--- config.mk ---
export PLATFORM = sky130hd
export DESIGN_NAME = alu_share_arbiter
export DESIGN_NICKNAME = d
export VERILOG_FILES = /design/src/rtl/alu_share_arbiter.sv
export SDC_FILE = /design/constraint.sdc
export NUM_CORES = 1
export LEC_CHECK = 0
export BUFFER_PORTS_ARGS = -buffer_cell sky130_fd_sc_hd__buf_2
export CAP_MARGIN = 20
export CELL_PAD_IN_SITES_DETAIL_PLACEMENT = 0
export CELL_PAD_IN_SITES_GLOBAL_PLACEMENT = 1
export CORE_ASPECT_RATIO = 0.8
export CORE_MARGIN = 2
export CORE_UTILIZATION = 38
export CTS_CLUSTER_SIZE = 25
export DETAILED_ROUTE_END_ITERATION = 12
export HOLD_SLACK_MARGIN = 0.12
export PLACE_DENSITY_LB_ADDON = 0.1
export SKIP_LAST_GASP = 1
export SYNTH_ARGS = -nofsm -noshare
export SYNTH_HDL_FRONTEND = slang
export SYNTH_SLANG_ARGS = --single-unit
--- constraint.sdc ---
create_clock -name clk -period 2.5 [get_ports clk]
set_clock_uncertainty 0.15 [all_clocks]
set_input_delay 0.625 -clock clk [delete_from_list [all_inputs] [get_ports clk]]
set_output_delay 0.625 -clock clk [all_outputs]
set_load 0.02 [all_outputs]
--- src/rtl/alu_share_arbiter.sv ---
// Round-robin sharing of one combinational ALU between two valid/ready requesters.
// Optional illegal-opcode screening is enabled by defining ALU_ARB_OPCHK_EN.
module alu_share_arbiter #(
    parameter int WIDTH = 32,
    parameter int OP_W  = 3
) (
    input  logic             clk,
    input  logic             reset,
    input  logic [1:0]       req_valid,
    output logic [1:0]       req_ready,
    input  logic [WIDTH-1:0] req_a0,
    input  logic [WIDTH-1:0] req_a1,
    input  logic [WIDTH-1:0] req_b0,
    input  logic [WIDTH-1:0] req_b1,
    input  logic [OP_W-1:0]  req_op0,
    input  logic [OP_W-1:0]  req_op1,
    output logic [1:0]       resp_valid,
    input  logic [1:0]       resp_ready,
    output logic [WIDTH-1:0] resp_data,
    output logic             resp_err,
    output logic [WIDTH-1:0] alu_in1,
    output logic [WIDTH-1:0] alu_in2,
    output logic [OP_W-1:0]  alu_op,
    input  logic [WIDTH-1:0] alu_res
);

    localparam logic [1:0] S_IDLE = 2'd0;
    localparam logic [1:0] S_EXEC = 2'd1;
    localparam logic [1:0] S_RESP = 2'd2;

`ifdef ALU_ARB_OPCHK_EN
    function automatic logic op_illegal(input logic [OP_W-1:0] op);
        return (op > OP_W'(3'd4));
    endfunction
    logic err_q, err_d;
`endif

    logic [1:0]       state_q, state_d;
    logic             last_q, last_d;
    logic             owner_q, owner_d;
    logic [WIDTH-1:0] alu_in1_q, alu_in1_d;
    logic [WIDTH-1:0] alu_in2_q, alu_in2_d;
    logic [OP_W-1:0]  alu_op_q, alu_op_d;
    logic [1:0]       resp_valid_q, resp_valid_d;
    logic [WIDTH-1:0] resp_data_q, resp_data_d;
    logic             resp_err_q, resp_err_d;

    logic             grant_s;
    logic [WIDTH-1:0] a_sel_s;
    logic [WIDTH-1:0] b_sel_s;
    logic [OP_W-1:0]  op_sel_s;

    // Round-robin pick: a lone requester wins, a tie goes to the one not served last.
    always_comb begin
        grant_s = 1'b0;
        case (req_valid)
            2'b01:   grant_s = 1'b0;
            2'b10:   grant_s = 1'b1;
            2'b11:   grant_s = ~last_q;
            default: grant_s = 1'b0;
        endcase
    end

    // Accept strobe and operand mux for the granted requester.
    always_comb begin
        req_ready = 2'b00;
        if ((state_q == S_IDLE) && (req_valid != 2'b00)) begin
            req_ready = grant_s ? 2'b10 : 2'b01;
        end else begin
            req_ready = 2'b00;
        end
        a_sel_s  = grant_s ? req_a1  : req_a0;
        b_sel_s  = grant_s ? req_b1  : req_b0;
        op_sel_s = grant_s ? req_op1 : req_op0;
    end

    // Next-state logic for the IDLE -> EXEC -> RESP sequence.
    always_comb begin
        state_d      = state_q;
        last_d       = last_q;
        owner_d      = owner_q;
        alu_in1_d    = alu_in1_q;
        alu_in2_d    = alu_in2_q;
        alu_op_d     = alu_op_q;
        resp_valid_d = resp_valid_q;
        resp_data_d  = resp_data_q;
        resp_err_d   = resp_err_q;
`ifdef ALU_ARB_OPCHK_EN
        err_d        = err_q;
`endif
        case (state_q)
            S_IDLE: begin
                if (req_valid != 2'b00) begin
                    // ALU operand registers double as the request latch.
                    alu_in1_d = a_sel_s;
                    alu_in2_d = b_sel_s;
                    owner_d   = grant_s;
                    last_d    = grant_s;
                    state_d   = S_EXEC;
`ifdef ALU_ARB_OPCHK_EN
                    if (op_illegal(op_sel_s)) begin
                        alu_op_d = {OP_W{1'b0}};
                        err_d    = 1'b1;
                    end else begin
                        alu_op_d = op_sel_s;
                        err_d    = 1'b0;
                    end
`else
                    alu_op_d = op_sel_s;
`endif
                end else begin
                    state_d = S_IDLE;
                end
            end
            S_EXEC: begin
`ifdef ALU_ARB_OPCHK_EN
                if (err_q) begin
                    resp_data_d = {WIDTH{1'b0}};
                end else begin
                    resp_data_d = alu_res;
                end
                resp_err_d = err_q;
`else
                resp_data_d = alu_res;
                resp_err_d  = 1'b0;
`endif
                resp_valid_d = owner_q ? 2'b10 : 2'b01;
                state_d      = S_RESP;
            end
            S_RESP: begin
                if (resp_ready[owner_q]) begin
                    resp_valid_d = 2'b00;
                    state_d      = S_IDLE;
                end else begin
                    state_d = S_RESP;
                end
            end
            default: begin
                resp_valid_d = 2'b00;
                state_d      = S_IDLE;
            end
        endcase
    end

    // State and output registers; reset discards any op in flight.
    always_ff @(posedge clk or negedge reset) begin
        if (!reset) begin
            state_q      <= S_IDLE;
            last_q       <= 1'b1;
            owner_q      <= 1'b0;
            alu_in1_q    <= {WIDTH{1'b0}};
            alu_in2_q    <= {WIDTH{1'b0}};
            alu_op_q     <= {OP_W{1'b0}};
            resp_valid_q <= 2'b00;
            resp_data_q  <= {WIDTH{1'b0}};
            resp_err_q   <= 1'b0;
`ifdef ALU_ARB_OPCHK_EN
            err_q        <= 1'b0;
`endif
        end else begin
            state_q      <= state_d;
            last_q       <= last_d;
            owner_q      <= owner_d;
            alu_in1_q    <= alu_in1_d;
            alu_in2_q    <= alu_in2_d;
            alu_op_q     <= alu_op_d;
            resp_valid_q <= resp_valid_d;
            resp_data_q  <= resp_data_d;
            resp_err_q   <= resp_err_d;
`ifdef ALU_ARB_OPCHK_EN
            err_q        <= err_d;
`endif
        end
    end

    assign alu_in1    = alu_in1_q;
    assign alu_in2    = alu_in2_q;
    assign alu_op     = alu_op_q;
    assign resp_valid = resp_valid_q;
    assign resp_data  = resp_data_q;
    assign resp_err   = resp_err_q;

endmodule

## Word level (Yosys, flattened, before mapping)

Index checks and enable logic that the tools add are counted.

- Register bits: 105
- Latch bits: 0
- Memory bits (writable): 0
- Bits in read-only memories: 0
- Output and inout bits: 104
- Memories kept: 0

- Add/subtract/negate cells: 0
- Multiply operators: 0
- Divide/modulo/power cells: 0
- $lt $le $gt $ge: 1
- Equal/unequal tests: 5
- Shifts and indexed selects: 0
- Mux-type cells: 14
- Bitwise logic cells: 2
- Reductions and logical operators: 5

Operator list:

| operator | number |
|---|---|
| 32-bit two-way mux | 2 |
| 2-bit case mux with 3 select lines | 2 |
| 2-bit two-way mux | 5 |
| 2-bit == test (second input constant) | 3 |
| 2-bit AND reduction | 2 |
| 1-bit two-way mux | 3 |
| 3-bit two-way mux | 1 |
| 2-bit by 1-bit == test with 1-bit output (second input constant) | 1 |
| 2-bit logical NOT | 1 |
| 1-bit by 2-bit < comparator with 1-bit output (second input constant) | 1 |
| 2-bit inequality test (second input constant) | 1 |
| 1-bit NOT | 2 |
| 1-bit case mux with 2 select lines | 1 |
| 2-bit nonzero test | 1 |
| 1-bit logical AND | 1 |

## Logic depth before layout (Yosys ltp)

Gate-level depths: netlist of run 1.

- Word-level depth: 4
- Gate-level depth with buffers: 5

## Least setup slack after synthesis of run 1

No wires, ideal clock.

- Path kind: input to output
- From: input port req_valid[1]
- To: output port req_ready[0]
- Arrival: 1184 ps
- Path slack: 541 ps
- Cell stages on the path: 5
- Cells stage by stage: nand2b_1 -> nand3_2 -> buf_6 -> buf_6 -> inv_2

- Longest elaborated chain between the ends: 4

RTL lines:

| what | line | source |
|---|---|---|
| start: declaration | 9 | `input logic [1:0] req_valid,` |
| 2-bit == test | 56 | `case (req_valid)` |
| 1-bit case mux with 2 select lines | 56 |  |
| 2-bit two-way mux | 68 | `req_ready = grant_s ? 2'b10 : 2'b01;` |
| 2-bit two-way mux (*) | 67 | `if ((state_q == S_IDLE) && (req_valid != 2'b00)) begin` |
| end: declaration | 10 | `output logic [1:0] req_ready,` |

Every way passes the cells marked *; elsewhere a longest branch is shown, timed or not.

## Worst setup path in the final report of run 1

- From: register state_q[1]
- To: output port req_ready[0]

- Longest elaborated chain between the ends: 3

RTL lines:

| what | line | source |
|---|---|---|
| start: declaration | 38 | `logic [1:0] state_q, state_d;` |
| start signal: assignment | 161 | `state_q <= state_d;` |
| 2-bit logical NOT | 67 |  |
| 1-bit logical AND | 67 |  |
| 2-bit two-way mux | 67 |  |

Every way passes these cells.

==> key figures, run 1 <==
Outcome
  • Outcome: finished, final reports clean

Place
  • HPWL Detailed: around 11,000 um
  • GPL Wtd Cong: 0.769
  • Port Buffers: around 270
  • Placed Cells: approximately 900

Cells and area
  • Antenna Cells: 0
  • Share of layout cells above drive strength 1: 0.638
  • Fillers: about 1,400
  • P&R area growth vs syn: 31.3%
  • Final #Nets: 901
  • Non-filler cells, final: around 900

Global route
  • Initial antenna violation count: 0
  • Vias in the first global route: ~4,700
  • GRT overflow: 0
  • Largest net degree at the start of global routing: 70
  • First-pass GRT wire length: about 24,000 um
  • GRT Util Overall: 0.189

Clock tree
  • TritonCTS clock tree: done
  • # clock sinks: 105
  • CTS max path bufs: 2
  • Total CTS buffers: 9
  • Clk Tree Root Cell: clkbuf_16
  • CTS HTree Levels: 3
  • Postcts setup bufs: 0
  • Clock-pin slew reported for the worst setup and hold paths after clock tree synthesis: around 0.070 ns
  • Worst skew pair latency: 0.34 ns

Critical path
  • Crit Path Max Fanout: 6
  • Crit Path Class: reg -> out
  • Worst Path Required: ~1.7 ns
  • Critical path data arrival time: about 1.4 ns
  • R2R depth: 4
  • CP Launch Type: flip-flop
  • Critical Path Sink Type: output pin

STA
  • Hold Vio Cnt, Final: 0
  • Max Fclk: 462 MHz
  • Period minus WS final: around 2.2 ns
  • Pins Over Slew Limit: 0
  • Setup TNS: 0 ns
  • Period utilization: 0.866
  • Max transition margin: 0.544
  • Final setup viols: 0
  • Worst slew pin tran: 0.683 ns
  • RSZ-0062 raised after global routing: no

Floorplanning
  • Site Rows: 39
  • Die H: between 100 and 150 um
  • Initial core utilization: 0.392
  • Core area: between 10,000 and 15,000 um^2
  • IO Pins: around 280
  • Die W: 141 um
  • DIE AREA: 15,900 um^2

Yosys
  • Largest family of logic cells by synthesized area: compound AO/OA/AOI/OAI gates
  • Post-synthesis mux area share: 0.0833
  • Syn Area/Cell: approximately 12 um^2
  • Post-synth cell types: 28
  • Post-synthesis xor/xnor area fraction: 0
  • Seq/Total Area, Yosys: 0.464
  • Syn nets: 639
  • Warnings, synthesis: 0
  • Synth Register Bits: between 100 and 150
  • Post-synthesis instance area: around 5700 um^2
  • Post-Synth Simple-Gate Area: 0.0146
  • Post-synth top area share: 0.459
  • Synth top area cells: dfrtp_1 (46%), o221ai_2 (18%), o21ai_2 (10%)
  • Area share of fa/ha/maj cells after synthesis: 0
  • Compound-Gate Fraction of Synth Area: 0.290
  • Dominant cell type by area after synthesis: dfrtp_1
  • Post-Synthesis Cells: roughly 470

Hold path
  • Worst hold path class: in -> reg
  • Hold Path Cell Cnt: 2

Routing
  • DR vias: 4,382
  • Routed vias/inst: 4.77
  • Initial drt markers: between 150 and 200
  • Routed Antenna Nets: 0
  • Drt drc: 0
  • Wirelength per Cell: about 16 um
  • 1st-pass router iterations: 6
  • Routed wire length: ~15,000 um

Pwr
  • Final Power: 0.00964 W
  • Static leakage: just under 4 nW
  • Maximum vdd ir drop: ~0.57 mV
  • Pwr dens: 1300 nW/um^2

Flow run
  • Max_cap viols: 0
==> synth_stat cells (all sizes together) <==
cell type	number
nand2b	4
dfstp	1
buf	34
inv	137
conb	1
dfrtp	104
mux2i	1
o221ai	67
nand2	4
o2bb2ai	1
nand3	2
o21a	2
a21boi	1
o21ai	70
nand3b	1
o22ai	1
nor2	3
or2	1
mux2	32
==> repair_timing <==
| item | in CTS | in global routing |
|---|---|---|
| hold buffers | 1 | 0 |
| endpoints found under the hold margin | 6 | 0 |
| resized for setup | 0 | 0 |
==> worst max-delay path: stages (launching register included) <==
cell and delay (ns):
dfrtp_1 0.44, nor2_2 0.25, nand3_4 0.13, inv_2 0.06, buf_2 0.17
==> cell families (layout without fill, tap and decap cells) <==
family,after synthesis,count (layout)
DFF,105,105
other,1,1
muxes,33,33
and+or+nand+nor,15,15
AOI/OAI and AO/OA,142,142
buffers and inverters,171,438
==> final timing paths <==
kind / endpoint / startpoint / slack, ns
min reg2reg: resp_data[2]$_DFFE_PN0N_ / resp_data[2]$_DFFE_PN0N_ / 0.34
min in group asynchronous: resp_data[20]$_DFFE_PN0N_ / reset / 0.50
max in group asynchronous: last_q$_DFFE_PN1P_ / reset / 1.16
max: req_ready[0] / state_q[1]$_DFF_PN0_ / 0.33
max reg2reg: alu_in2[10]$_DFFE_PN0P_ / state_q[0]$_DFF_PN0_ / 0.70
min: resp_data[3]$_DFFE_PN0N_ / alu_res[3] / 0.34
==> per-layer routing <==
layer  global-route usage  share of wire
met5                    0              0
met4               0.0513          0.015
met3               0.0626          0.079
met2                0.326           0.48
met1                0.229           0.43
==> cells in the final DEF, fill, tap and decap left out, types with 2 or more instances in the layout <==
cell,netlist,layout
buf_2,18,273
inv_1,135,135
dfrtp_1,104,104
o21ai_2,67,67
o221ai_2,67,67
mux2_4,27,27
clkbuf_16,0,9
buf_12,6,7
mux2_1,5,5
nand2_1,4,4
buf_4,2,4
nand2b_1,4,3
o21ai_1,3,3
nand3_4,0,2
inv_2,2,2
o21a_1,2,2
clkbuf_1,0,2
clkbuf_8,0,2
clkinv_4,0,2
==> where the power goes <==
part           switching, W  internal (W)  leakage, nW
clock              0.000632      0.000735        0.136
sequential         0.000567       0.00256         1.27
combinational       0.00295       0.00219         2.56
==> state kept, by name, summed over array words and instances, names as in the netlist <==
name / cells
resp_data: 32
owner_q: 1
resp_valid: 2
state_q: 2
alu_op: 3
last_q: 1
alu_in1: 32
alu_in2: 32
==> cell type report <==
class	instances	area, um^2	area share
clock buffer	13	260	0.0350
sequential	105	2630	0.353
tap	184	230	0.0309
multi-input combinational	191	2240	0.300
inverter	137	514	0.0691
clock inverter	3	25.0	0.00336
timing repair buffer	285	1550	0.208
==> stage by stage <==
stage	setup WS (ns)	utilization	hold slack (ns)	instance area, um^2
after floorplan	0.541	-	0.179	5670
after global placement	0.494	0.495	0.312	7150
after detailed placement	0.497	0.495	0.314	7150
after CTS	0.304	0.515	0.320	7440
after global routing	0.239	0.515	0.331	7440
final	0.334	0.515	0.336	7440
No activity file was read; power rests on OpenSTA's default activity.
==> run 2, diff against run 1 <==
--- a/config.mk
+++ b/config.mk
@@ -5,7 +5,7 @@
 export SDC_FILE = /design/constraint.sdc
 export NUM_CORES = 1
 export LEC_CHECK = 0
-export BUFFER_PORTS_ARGS = -buffer_cell sky130_fd_sc_hd__buf_2
+export BUFFER_PORTS_ARGS = -buffer_cell sky130_fd_sc_hd__buf_4
 export CAP_MARGIN = 20
 export CELL_PAD_IN_SITES_DETAIL_PLACEMENT = 0
 export CELL_PAD_IN_SITES_GLOBAL_PLACEMENT = 1
==> key figures, run 2 (same netlist as run 1, synthesis figures left out) <==
Critical path
  • CP Launch Type: flip-flop
  • Critical Path Max Stage Delay: 0.47 ns (+0.03 ns)
  • Worst Path Required: 1.73 ns (about the same)
  • Crit path cell chain: nor2_2 -> nand3_4 -> inv_2 -> buf_4
  • Crit Path Max Fanout: 6 (unchanged)
  • Slowest cell on the critical path: dfrtp_1
  • Crit Path Class: reg -> out
  • Critical path data arrival time: 1.36 ns (-0.03 ns)
  • Critical Path Sink Type: output pin

Cells and area
  • Final core utilization: 0.564 (+0.0485)
  • Final #Nets: 899 (-0.22%)
  • Non-filler cells, final: 916 (-0.22%)
  • Antenna Cells: 0 (unchanged)
  • P&R area growth vs syn: 43.7%
  • Most common cell after layout, fill and taps aside: buf_4
  • Most frequent cells in the layout: buf_4 (275), inv_1 (135), dfrtp_1 (104)
  • Share of layout cells above drive strength 1: 0.639 (+0.00174)
  • Fillers: 1,271 (-6.9%)

Pwr
  • Pwr dens: 1270 nW/um^2 (-1.8%)
  • Maximum vdd ir drop: 0.637 mV (+11%)
  • Static leakage: 4.20 nW (+5.8%)

Clock tree
  • CTS max path bufs: 2 (unchanged)
  • CTS HTree Levels: 3 (unchanged)
  • Clk Tree Root Cell: clkbuf_16
  • Worst skew pair latency: 0.34 ns (about the same)
  • Clock-pin slew reported for the worst setup and hold paths after clock tree synthesis: 0.07 ns (about the same)
  • TritonCTS clock tree: done
  • # clock sinks: 105 (unchanged)
  • Total CTS buffers: 9 (unchanged)

Floorplanning
  • DIE AREA: 15,900 um^2 (unchanged)
  • IO Pins: 276 (unchanged)
  • Die H: 113 um (unchanged)
  • Core area: 14,400 um^2 (unchanged)
  • Site Rows: 39 (unchanged)
  • Die W: 141 um (unchanged)
  • Initial core utilization: 0.392 (unchanged)

Place
  • HPWL Detailed: 11,300 um (+3.8%)
  • Port Buffers: 274 (unchanged)
  • Placed Cells: 899 (-0.22%)
  • GPL Wtd Cong: 0.786 (+2.2%)

Routing
  • Routed wire length: 15,700 um (+4.4%)
  • Wirelength per Cell: 17.1 um (+4.6%)
  • DR vias: 4,432 (+1.1%)
  • Routed Antenna Nets: 0 (unchanged)
  • Drt drc: 0 (unchanged)
  • Routed vias/inst: 4.84 (+1.4%)
  • 1st-pass router iterations: 4 (-2)
  • Initial drt markers: 105 (-34%)

STA
  • Period utilization: 0.853 (-0.0130)
  • Hold Vio Cnt, Final: 0 (unchanged)
  • Period minus WS final: 2.13 ns (-0.0325 ns)
  • Max transition margin: 0.582 (+0.0372)
  • Setup TNS: 0 ns (unchanged)
  • RSZ-0062 raised after global routing: no
  • Pins Over Slew Limit: 0 (unchanged)
  • Worst slew pin tran: 0.627 ns (-0.0558 ns)
  • Max Fclk: 469 MHz (+1.5%)
  • Final setup viols: 0 (unchanged)

Global route
  • Initial antenna violation count: 0 (unchanged)
  • First-pass GRT wire length: 25,000 um (+4.9%)
  • GRT overflow: 0 (unchanged)
  • GRT Util Overall: 0.200 (+0.0109)
  • Largest net degree at the start of global routing: 70 (unchanged)
  • Vias in the first global route: 4,834 (+3.4%)

Flow run
  • Max_cap viols: 0 (unchanged)

Hold path
  • Worst hold path class: in -> reg

Outcome
  • Outcome: finished, final reports clean
-- run 2: cell types whose count changed in the layout (fill, tap and decap cells not counted), sizes merged --
cell      before  now
buf          284  282
clkinvlp       1    0
clkinv         2    3
inv          137  139
bufinv         0    2
clkbuf        13    9
-- run 2: layer usage --
metal / track usage / part of all wire / routed length [um]
met3: 0.0618 / 0.073 / 1140
met4: 0.0560 / 0.016 / 252
met2: 0.352 / 0.50 / 7870
met1: 0.239 / 0.41 / 6430
met5: 0 / 0 / 0
-- run 2: area by class of cell --
class | instances | area [um^2] | area share
inverter | 137 | 514 | 0.0632
clock inverter | 7 | 92.6 | 0.0114
sequential | 105 | 2630 | 0.323
multi-input combinational | 191 | 2240 | 0.275
clock buffer | 9 | 225 | 0.0277
timing repair buffer | 283 | 2210 | 0.272
tap | 184 | 230 | 0.0283
-- run 2: worst paths after layout --
path                                       from                   endpoint  slack [ns]  depth (start not counted)
max                        state_q[0]$_DFF_PN0_               req_ready[1]        0.37                          4
min                                  alu_res[1]   resp_data[1]$_DFFE_PN0N_        0.34                          2
max reg2reg                state_q[0]$_DFF_PN0_    alu_in1[15]$_DFFE_PN0P_        0.63                          4
min reg2reg                  last_q$_DFFE_PN1P_         last_q$_DFFE_PN1P_        0.34                          2
max in group asynchronous                 reset     alu_in2[3]$_DFFE_PN0P_        0.94                          3
min in group asynchronous                 reset  resp_data[20]$_DFFE_PN0N_        0.63                          2
-- run 2: worst max-delay path, delay by kind of cell (launching register included) --
kind          cells  cell delay (ns)
flops             1             0.47
simple gates      2             0.35
buf+inv           2             0.20
-- run 2: power by group --
group          leakage, nW  switching, W  total (W)  internal (W)
Combinational         2.76       0.00295    0.00564       0.00269
Clock                0.160      0.000653    0.00153      0.000881
Sequential            1.27      0.000628    0.00319       0.00256
Total                 4.20       0.00423     0.0104       0.00613
-- run 2: stage by stage --
step                total power [W]  setup WS [ns]  hold slack (ns)  area [um^2]
global placement            0.00881          0.546            0.330         7810
finish                       0.0104          0.366            0.336         8140
floorplan                   0.00707          0.541            0.179         5670
CTS                          0.0105          0.336            0.318         8140
detailed placement          0.00894          0.543            0.329         7810
global route                 0.0110          0.291            0.321         8140
-- run 2: repair_timing --
action                                 4_1_cts  5_1_grt
setup endpoints to repair                    0        0
hold buffers                                 1        0
gates resized for setup                      0        0
setup buffers                                0        0
endpoints found under the hold margin       33        0
==> run 3, diff against run 2 <==
--- a/config.mk
+++ b/config.mk
@@ -9,7 +9,7 @@
 export CAP_MARGIN = 20
 export CELL_PAD_IN_SITES_DETAIL_PLACEMENT = 0
 export CELL_PAD_IN_SITES_GLOBAL_PLACEMENT = 1
-export CORE_ASPECT_RATIO = 0.8
+export CORE_ASPECT_RATIO = 1.1
 export CORE_MARGIN = 2
 export CORE_UTILIZATION = 38
 export CTS_CLUSTER_SIZE = 25
==> key figures, run 3 (same netlist as run 1, synthesis figures left out) <==
Critical path
  • CP Launch Type: flip-flop
  • Worst R2R End: alu_in2[22]$_DFFE_PN0P_
  • R2r setup slk: 0.66 ns (+0.03 ns)
  • Critical Path Max Stage Delay: 0.44 ns (-0.03 ns)
  • Worst Path Required: 1.73 ns (about the same)
  • Start point of the critical path: state_q[1]$_DFF_PN0_
  • Critical Path Sink Type: output pin
  • Crit Path Max Fanout: 6 (unchanged)
  • Crit Path Class: reg -> out
  • Slowest cell on the critical path: dfrtp_1
  • R2R depth: 4 (unchanged)
  • Crit path cell chain: nor2_2 -> nand3_4 -> inv_2 -> buf_4
  • Critical path data arrival time: 1.40 ns (+0.04 ns)
  • Worst Setup EP: req_ready[1]
  • Reg2reg start: state_q[0]$_DFF_PN0_

Global route
  • First-pass GRT wire length: 25,500 um (+2.0%)
  • GRT overflow: 0 (unchanged)
  • GRT Util Overall: 0.203 (+0.00251)
  • Largest net degree at the start of global routing: 52 (-26%)
  • Vias in the first global route: 4,905 (+1.5%)
  • Initial antenna violation count: 0 (unchanged)

Floorplanning
  • Site Rows: 46 (+18%)
  • Core area: 14,500 um^2 (+0.42%)
  • DIE AREA: 15,900 um^2 (about the same)
  • Die H: 132 um (+17%)
  • Initial core utilization: 0.391 (-0.00162)
  • IO Pins: 276 (unchanged)
  • Die W: 120 um (-14%)

Outcome
  • Outcome: finished, final reports clean

Place
  • Cell Area, Placed: 7850 um^2 (+0.42%)
  • HPWL Detailed: 11,400 um (+1.6%)
  • Place WS: 0.560 ns (+0.0178 ns)
  • Port Buffers: 274 (unchanged)
  • GPL Wtd Cong: 0.732 (-6.8%)

Routing
  • Initial drt markers: 199 (+90%)
  • Routed Antenna Nets: 0 (unchanged)
  • Wirelength per Cell: 17.1 um (-0.42%)
  • DR vias: 4,454 (+0.50%)
  • Routed vias/inst: 4.80 (-0.70%)
  • Routed wire length: 15,800 um (+0.77%)
  • 1st-pass router iterations: 4 (unchanged)
  • Drt drc: 0 (unchanged)

STA
  • Setup TNS: 0 ns (unchanged)
  • Period minus WS final: 2.18 ns (+0.0420 ns)
  • RSZ-0062 raised after global routing: no
  • Period utilization: 0.870 (+0.0168)
  • Hold Vio Cnt, Final: 0 (unchanged)
  • Worst slew pin tran: 0.731 ns (+0.103 ns)
  • Max Fclk: 460 MHz (-1.9%)
  • Final setup viols: 0 (unchanged)
  • Pins Over Slew Limit: 0 (unchanged)
  • Final WS setup: 0.324 ns (-0.0420 ns)
  • Max transition margin: 0.513 (-0.0688)

Clock tree
  • Worst skew pair latency: 0.34 ns (about the same)
  • Postcts setup bufs: 0 (unchanged)
  • Number of gates resized after cts: 0 (unchanged)
  • Clock-pin slew reported for the worst setup and hold paths after clock tree synthesis: 0.08 ns (about the same)
  • Hold buffers post-CTS: 1 (unchanged)
  • Clk Tree Root Cell: clkbuf_16
  • CTS max path bufs: 2 (unchanged)
  • CTS HTree Levels: 3 (unchanged)
  • TritonCTS clock tree: done
  • Total CTS buffers: 9 (unchanged)
  • # clock sinks: 105 (unchanged)

Pwr
  • Maximum vdd ir drop: 0.860 mV (+35%)
  • Static leakage: 4.19 nW (about the same)
  • Pwr dens: 1260 nW/um^2 (-1.1%)
  • Final Power: 0.0102 W (-1.1%)

Cells and area
  • P&R area growth vs syn: 43.7% (unchanged)
  • Share of layout cells above drive strength 1: 0.641 (+0.00147)
  • Final Cell Area: 8140 um^2 (unchanged)
  • Final #Nets: 902 (+0.33%)
  • Most common cell after layout, fill and taps aside: buf_4
  • Most frequent cells in the layout: buf_4 (278), inv_1 (135), dfrtp_1 (104)
  • Antenna Cells: 0 (unchanged)
  • Final core utilization: 0.561 (-0.00233)

Hold path
  • Hold Path Cell Cnt: 2 (unchanged)
  • Worst hold path class: in -> reg

Flow run
  • Max_cap viols: 0 (unchanged)
## run 3: changes by cell type in the layout (fill, tap and decap cells not counted)
cell / delta
buf_4: +3
bufinv_16: -2
clkinv_2: -2
clkinv_4: +2
inv_6: +1
inv_8: +1
## run 3: worst min-delay path by stage
stage | from | end | slack [ns]
6_report | alu_res[3] | resp_data[3]$_DFFE_PN0N_ | 0.34
3_3_place_gp | resp_data[2]$_DFFE_PN0N_ | resp_data[2]$_DFFE_PN0N_ | 0.33
5_1_grt | alu_res[2] | resp_data[2]$_DFFE_PN0N_ | 0.32
2_1_floorplan | reset | alu_in1[0]$_DFFE_PN0P_ | 0.18
3_5_place_dp | alu_in2[4]$_DFFE_PN0P_ | alu_in2[4]$_DFFE_PN0P_ | 0.34
4_1_cts | alu_res[31] | resp_data[31]$_DFFE_PN0N_ | 0.32
## run 3: per-layer routing
| metal | track usage | wire, um | vias to the layer above |
|---|---|---|---|
| li1 | - | - | 2122 |
| met2 | 0.342 | 7740 | 160 |
| met1 | 0.248 | 6560 | 2150 |
| met5 | 0 | 0 | - |
| met3 | 0.0515 | 1130 | 22 |
| met4 | 0.0775 | 374 | 0 |
## run 3: per-stage QoR
stage | hold slack (ns) | std cells
after floorplan | 0.179 | 467
after global placement | 0.332 | 910
after detailed placement | 0.338 | 910
after CTS | 0.325 | 927
after global routing | 0.325 | 927
final | 0.339 | 927
## run 3: worst max-delay path: cells and delay by family (launching register included)
family | cells | cell delay [ns]
flops | 1 | 0.44
simple gates | 2 | 0.43
buf+inv | 2 | 0.19
## run 3: layout make-up
cell class                      count  area, um^2
Clock inverter                      7        60.1
Clock buffer                        9         225
Sequential cell                   105        2630
Fill cell                        1304        6360
Timing Repair Buffer              286        2240
Multi-Input combinational cell    191        2240
Inverter                          137         514
Tap cell                          192         240
## run 3: power breakdown
group,switching (W),internal [W]
Sequential,0.000595,0.00256
Clock,0.000695,0.000697
Combinational,0.00298,0.00271
